**config.mk**
```make
export PLATFORM = sky130hd
export DESIGN_NAME = rr_arbiter_nbit
export DESIGN_NICKNAME = d
export VERILOG_FILES = /design/src/rtl/rr_arbiter_nbit.sv
export SDC_FILE = /design/constraint.sdc
export NUM_CORES = 1
export LEC_CHECK = 0
export CAP_MARGIN = 25
export CORE_MARGIN = 2
export CORE_UTILIZATION = 35
export DETAILED_ROUTE_END_ITERATION = 8
export GPL_TIMING_DRIVEN = 1
export PLACE_DENSITY_LB_ADDON = 0.3
export SLEW_MARGIN = 20
export SYNTH_ARGS = -nofsm -noshare
export SYNTH_HDL_FRONTEND = slang
export SYNTH_SLANG_ARGS = --single-unit
```
**constraint.sdc**
```tcl
create_clock -name clk -period 9.2 [get_ports clk]
set_clock_uncertainty 0.2 [all_clocks]
set_input_delay 1.84 -clock clk [delete_from_list [all_inputs] [get_ports clk]]
set_output_delay 1.84 -clock clk [all_outputs]
set_load 0.02 [all_outputs]
```
**src/rtl/rr_arbiter_nbit.sv**
```systemverilog
// Round-robin arbiter for 2**N requesters with registered one-hot grant, owner index,
// busy flag and an optional hold limit that preempts a long-running owner.
module rr_arbiter_nbit #(
    parameter int unsigned N        = 4,
    parameter int unsigned MAX_HOLD = 16
) (
    input  logic              clk,
    input  logic              reset_n,
    input  logic [2**N-1:0]   req,
    output logic [2**N-1:0]   gnt,
    output logic [N-1:0]      gnt_idx,
    output logic              busy,
    output logic              timeout
);

    localparam int unsigned NReq  = 2**N;
    localparam int unsigned HoldW = (MAX_HOLD > 0) ? $clog2(MAX_HOLD + 1) : 1;
    localparam logic [HoldW-1:0] HoldLast = (MAX_HOLD > 0) ? HoldW'(MAX_HOLD - 1) : '0;

    typedef enum logic [0:0] {
        StIdle,
        StGrant
    } state_e;

    state_e            state_q, state_d;
    logic [N-1:0]      ptr_q, ptr_d;
    logic [N-1:0]      own_q, own_d;
    logic [HoldW-1:0]  hold_q, hold_d;
    logic [NReq-1:0]   gnt_q, gnt_d;
    logic [N-1:0]      gnt_idx_q, gnt_idx_d;
    logic              busy_q, busy_d;
    logic              timeout_q, timeout_d;

    logic              win_found;
    logic [N-1:0]      win_idx;
    logic              owner_req;
    logic              others_req;
    logic              preempt;

    // Circular search starting at ptr_q; the first set request wins.
    always_comb begin
        win_found = 1'b0;
        win_idx   = ptr_q;
        for (int unsigned i = 0; i < NReq; i++) begin
            logic [N-1:0] cand;
            cand = ptr_q + N'(i);
            if (!win_found && req[cand]) begin
                win_found = 1'b1;
                win_idx   = cand;
            end
        end
    end

    always_comb begin
        owner_req  = req[own_q];
        others_req = |(req & ~(NReq'(1) << own_q));
        preempt    = (MAX_HOLD != 0) && owner_req && (hold_q == HoldLast) && others_req;
    end

    always_comb begin
        state_d   = state_q;
        ptr_d     = ptr_q;
        own_d     = own_q;
        hold_d    = hold_q;
        gnt_d     = gnt_q;
        gnt_idx_d = gnt_idx_q;
        busy_d    = busy_q;
        timeout_d = 1'b0;

        unique case (state_q)
            StIdle: begin
                if (win_found) begin
                    own_d     = win_idx;
                    gnt_d     = NReq'(1) << win_idx;
                    gnt_idx_d = win_idx;
                    busy_d    = 1'b1;
                    hold_d    = '0;
                    state_d   = StGrant;
                end
            end
            StGrant: begin
                if (!owner_req || preempt) begin
                    // A release wins over a simultaneous preemption, so timeout only
                    // fires while the owner still wants the resource.
                    gnt_d     = '0;
                    busy_d    = 1'b0;
                    ptr_d     = own_q + N'(1);
                    timeout_d = owner_req;
                    state_d   = StIdle;
                end else if ((MAX_HOLD != 0) && (hold_q != HoldLast)) begin
                    hold_d = hold_q + HoldW'(1);
                end
            end
            default: begin
                state_d = StIdle;
            end
        endcase
    end

    always_ff @(posedge clk or negedge reset_n) begin
        if (!reset_n) begin
            state_q   <= StIdle;
            ptr_q     <= '0;
            own_q     <= '0;
            hold_q    <= '0;
            gnt_q     <= '0;
            gnt_idx_q <= '0;
            busy_q    <= 1'b0;
            timeout_q <= 1'b0;
        end else begin
            state_q   <= state_d;
            ptr_q     <= ptr_d;
            own_q     <= own_d;
            hold_q    <= hold_d;
            gnt_q     <= gnt_d;
            gnt_idx_q <= gnt_idx_d;
            busy_q    <= busy_d;
            timeout_q <= timeout_d;
        end
    end

    assign gnt     = gnt_q;
    assign gnt_idx = gnt_idx_q;
    assign busy    = busy_q;
    assign timeout = timeout_q;

    a_gnt_onehot0 : assert property (@(posedge clk) disable iff (!reset_n) $onehot0(gnt));
    a_gnt_matches_idx : assert property (@(posedge clk) disable iff (!reset_n)
        busy |-> (gnt == (NReq'(1) << gnt_idx)));

endmodule

```
# Word-level counts from Yosys, hierarchy flattened
# Cells that the tools add are included.
[totals]
regBits = 32
in_bits = 18
out_inout_bits = 22
wordCells = 171
[op_classes]
n_addsub = 17
order_cmp = 17
n_eq_ne = 6
n_shift = 2
mux = 80
bitwise = 3
n_reduce_logical = 39
[ops]
columns = ["op", "n"]
rows = [
  ["less-than comparator 4 x 5 -> 1 bit (second input constant)", 17],
  ["binary-select mux 1 bit (select 4 bit)", 17],
  ["two-way mux 4 bit", 15],
  ["two-way mux 1 bit", 39],
  ["adder 4 bit (second input constant)", 8],
  ["two-way mux 16 bit", 2],
  ["case mux 16 bit (2 select lines)", 1],
  ["left shift 1 x 4 -> 16 bit (first input constant)", 2],
  ["logical AND 1 bit", 17],
  ["adder 4 x 3 -> 4 bit (second input constant)", 4],
  ["bitwise AND 16 bit", 1],
  ["zero test 1 bit", 16],
  ["NOT 16 bit", 1],
  ["OR reduction 16 bit", 1],
  ["two-way mux 5 bit", 3],
  ["case mux 5 bit (2 select lines)", 1],
  ["adder 4 x 1 -> 4 bit (second input constant)", 2],
  ["adder 4 x 2 -> 4 bit (second input constant)", 2],
  ["AND reduction 2 bit", 3],
  ["adder 5 x 1 -> 5 bit (second input constant)", 1],
  ["== test 5 x 4 -> 1 bit (second input constant)", 1],
  ["inequality test 5 x 4 -> 1 bit (second input constant)", 1],
  ["inequality test 2 x 1 -> 1 bit (second input constant)", 2],
  ["inequality test 2 bit (second input constant)", 2],
  ["4 further kinds", 5],
]

# Longest topological paths before layout
[depth]
word_depth = 51
depth_mapped = 18

# Worst setup path after synthesis
# Ideal clock, no wire load.
[synth_path]
path_type = "input port to flip-flop"
start = "input port req[14]"
end = "register gnt_q[10] (netlist: gnt[10])"
arrival_ps = 4726
setup_slack_ps = 4206
cell_stages = 10
path_cell_list = "mux4_2 -> mux4_2 -> a2111oi_4 -> and3_1 -> nand3_2 -> or4_1 -> a21oi_1 -> a22oi_2 -> o22ai_2 -> a32o_1"
[synth_via]
elab_chain_len = 51
word_cells_on_any_way = 107
classes_between = "2 x eq/ne; 1 x shift; 67 x mux; 1 x bitwise; 36 x reduce/logical"
[synth_rtl]
columns = ["item", "line_no", "text"]
rows = [
  ["start, declared", "9", "input logic [2**N-1:0] req,"],
  ["binary-select mux 1 bit (select 4 bit)", "47", "if (!win_found && req[cand]) begin"],
  ["two-way mux 1 bit (not written as such)", "47", ""],
  ["two-way mux 1 bit", "47", ""],
  ["zero test 1 bit", "47", ""],
  ["logical AND 1 bit", "47", ""],
  ["two-way mux 1 bit", "47", ""],
  ["zero test 1 bit", "47", ""],
  ["logical AND 1 bit", "47", ""],
  ["[35 not listed]", "--", ""],
  ["logical AND 1 bit", "47", ""],
  ["two-way mux 1 bit", "47", ""],
  ["zero test 1 bit", "47", ""],
  ["logical AND 1 bit", "47", ""],
  ["two-way mux 4 bit", "47", ""],
  ["left shift 1 x 4 -> 16 bit", "74", "gnt_d = NReq'(1) << win_idx;"],
  ["two-way mux 16 bit", "72", "if (win_found) begin"],
  ["case mux 16 bit (2 select lines)", "70", "unique case (state_q)"],
  ["end signal, assigned", "115", "gnt_q <= gnt_d;"],
  ["end, declared", "29", "logic [NReq-1:0] gnt_q, gnt_d;"],
]
# Several ways; a longest one is shown, not always the timed one. The select of a mux whose other input is x is not followed.
# A chain may end at the register's enable or synchronous reset.

# Worst setup path after layout
[layout_path]
start = "input port req[8]"
end = "register gnt_q[1] (netlist: gnt[1])"
# Same word-level chain as after synthesis.

==> run metrics <==
Rows=39; CP delay by family, top=simple AND/OR/NAND/NOR gates; worst path bufs/invs=2; setup_tns=0 ps; Routed wire per std cell=between 20 and 25 um; Post-synth EDFFs=0; Synth area leader=dfrtp_1; Vias=around 4k; synthesized area=0.00419 mm^2; # nets final=~520; CP Launch Type=input pin; postcts setup bufs=0; First DRT Iteration DRCs=310; Detail Route Antenna Nets=0; Slowest-stage cell, CP=clkdlybuf4s50_1; Distinct cells, synth=approximately 70; CP required=a little over 9000 ps; DIE HEIGHT=113 um; worst-path fanout max=13; #FFs+latches synth=32; CP Cell Sequence=clkdlybuf4s50_1 > mux4_2 > mux2_2 > mux2i_1 > nand2_1 > nand4b_1 > nor3_2 > nor2_1 > nor2_1 > buf_4 > nand2_1 > o21ai_1; largest net degree at the start of global routing=33; Synth top area share=0.191; I/O Buffers=39; final-report hold violation count=0; status=completed; Max Root-Sink Buffers=2; Tightest Pin Transition=roughly 930 ps; Hold Path Class=reg2reg; Max transition margin=0.378; fin. max-slew vios=0; first drt pass iteration count=5; reg-to-reg slack, setup=3430 ps; CP peak stage delay=580 ps; hold_buf cts=0; Die W=113 um; TritonCTS clock tree=done; Synth area leaders=dfrtp_1 (19%), mux4_2 (16%), mux2i_1 (9.6%); Die Area=roughly 0.013 mm^2; CP Class=in2reg; Final Cycle Share=0.640; Ant. Diodes=0; antenna violations before repair=0; Root Driver=clkbuf_16; Starting Density=0.362; ys flop type=dfrtp_1; Clock transition at path regs=50 ps; Final HPWL DP=9.77 mm; maximum clock rate=between 150 and 200 MHz; total track usage=0.200; fill count=1103; first-pass GRT wire length=just over 20 mm; Mapped Cells=459; Layout Area Growth over Synthesis=15.3%; H-tree depth=2; Residual DRC=0; number of global-route vias before repair=roughly 4k; Mean Syn Cell Area=9.13 um^2; WL final=around 13 mm; ys async rst share=1.00; Seq/Total Area, Yosys=0.191; Critical Path AT=roughly 5900 ps; Final Setup Violations=0; RSZ-0062 raised after global routing=no; Syn. warnings=0; clock latency on the worst-skew pair=270 ps; core area=0.0116 mm^2; Inserted Clock Buffers=5; Via density=6.21; number of max-cap violations=0; syn nets=493; Num Clock Sinks=32; global route total overflow=0; CP endpoint kind=flop; Final GP Congestion=0.953; I/O Pins=40; fin crit period=5880 ps; post-cts sizing count=0; share of post-route cells with drive strength above 1=0.163
[cell usage in the layout (no fill, tap or decap), types with 5 or more instances in the layout]
cell type         n
nor3_1            6
a21oi_1          27
o21ai_1          11
nand3_1          13
o21ai_0          22
mux4_2           30
mux2i_1          40
clkbuf_16         5
xnor2_1           8
dfrtp_1          32
xor2_1            5
nand2_1          46
mux2_2           21
nand2b_1          7
a31oi_1           8
buf_4             7
ha_1             16
inv_1            16
clkdlybuf4s50_1  39
nor2_1           39
[cells in the mapped netlist (all sizes together) (7+ instances only)]
library cell,count
ha,16
xnor2,9
a31oi,8
nand3,14
nor3,10
mux2,22
nand2b,7
mux4,30
nand2,46
nor2,40
mux2i,40
dfrtp,32
buf,12
clkbuf,10
o21ai,33
a21oi,27
inv,16
[through the flow]
stage	area, um^2	hold slack (ps)	utilization	instances	setup WS (ps)
final	4830	282	0.418	633	3320
after global routing	4830	319	0.418	633	2940
after CTS	4820	284	0.417	632	3010
after detailed placement	4690	272	0.405	625	2750
after global placement	4690	272	0.405	625	2880
after floorplan	4190	254	-	459	4210
[registers in the layout, indices dropped and copies added (netlist names)]
signal	cells
state_q	1
gnt_idx	4
gnt	16
timeout	1
ptr_q	4
busy	1
hold_q	5
[cell type report]
class,instances,area [um^2],share of cell area
Clock buffer,6,129,0.0267
Clock inverter,1,5.00,0.00104
Inverter,18,67.6,0.0140
Multi-Input combinational cell,387,3210,0.664
Sequential cell,32,801,0.166
Tap cell,143,179,0.0370
Timing Repair Buffer,46,443,0.0917
[path summary, 6_finish.rpt]
check                      startpoint       to  depth (start not counted)
max                            req[8]   gnt[1]                         12
min                           gnt[12]  gnt[12]                          2
max reg2reg                  ptr_q[1]   gnt[5]                         14
min reg2reg                   gnt[12]  gnt[12]                          2
max in group asynchronous     reset_n  gnt[15]                          2
min in group asynchronous     reset_n   gnt[0]                          2
[per-layer routing]
layer / part of all wire / track usage / wire length [um]
met1: 0.42 / 0.264 / 5460
met5: 0 / 0 / 0
met4: 0.041 / 0.0756 / 528
met2: 0.47 / 0.332 / 6100
met3: 0.060 / 0.0303 / 774
[tightest hold or removal path: stages, from the launching register on]
cell	delay [ps]
dfrtp_1	330
nand2_1	40
o21ai_0	60
[cells by family (layout without fill, tap and decap cells)]
kind of cell / after synthesis / count (layout) / share of synthesized area
xor gates and xnor gates: 14 / 14 / 0.0311
adders and majority gates: 16 / 16 / 0.0478
buffers and inverters: 40 / 71 / 0.0436
AOI/OAI and AO/OA: 119 / 119 / 0.194
muxes: 92 / 92 / 0.316
and+or+nand+nor: 146 / 146 / 0.177
DFF: 32 / 32 / 0.191
Power is left out: the tool's default activity adds up to more than one toggle a clock period on the data nets, which glitch-free logic cannot reach.
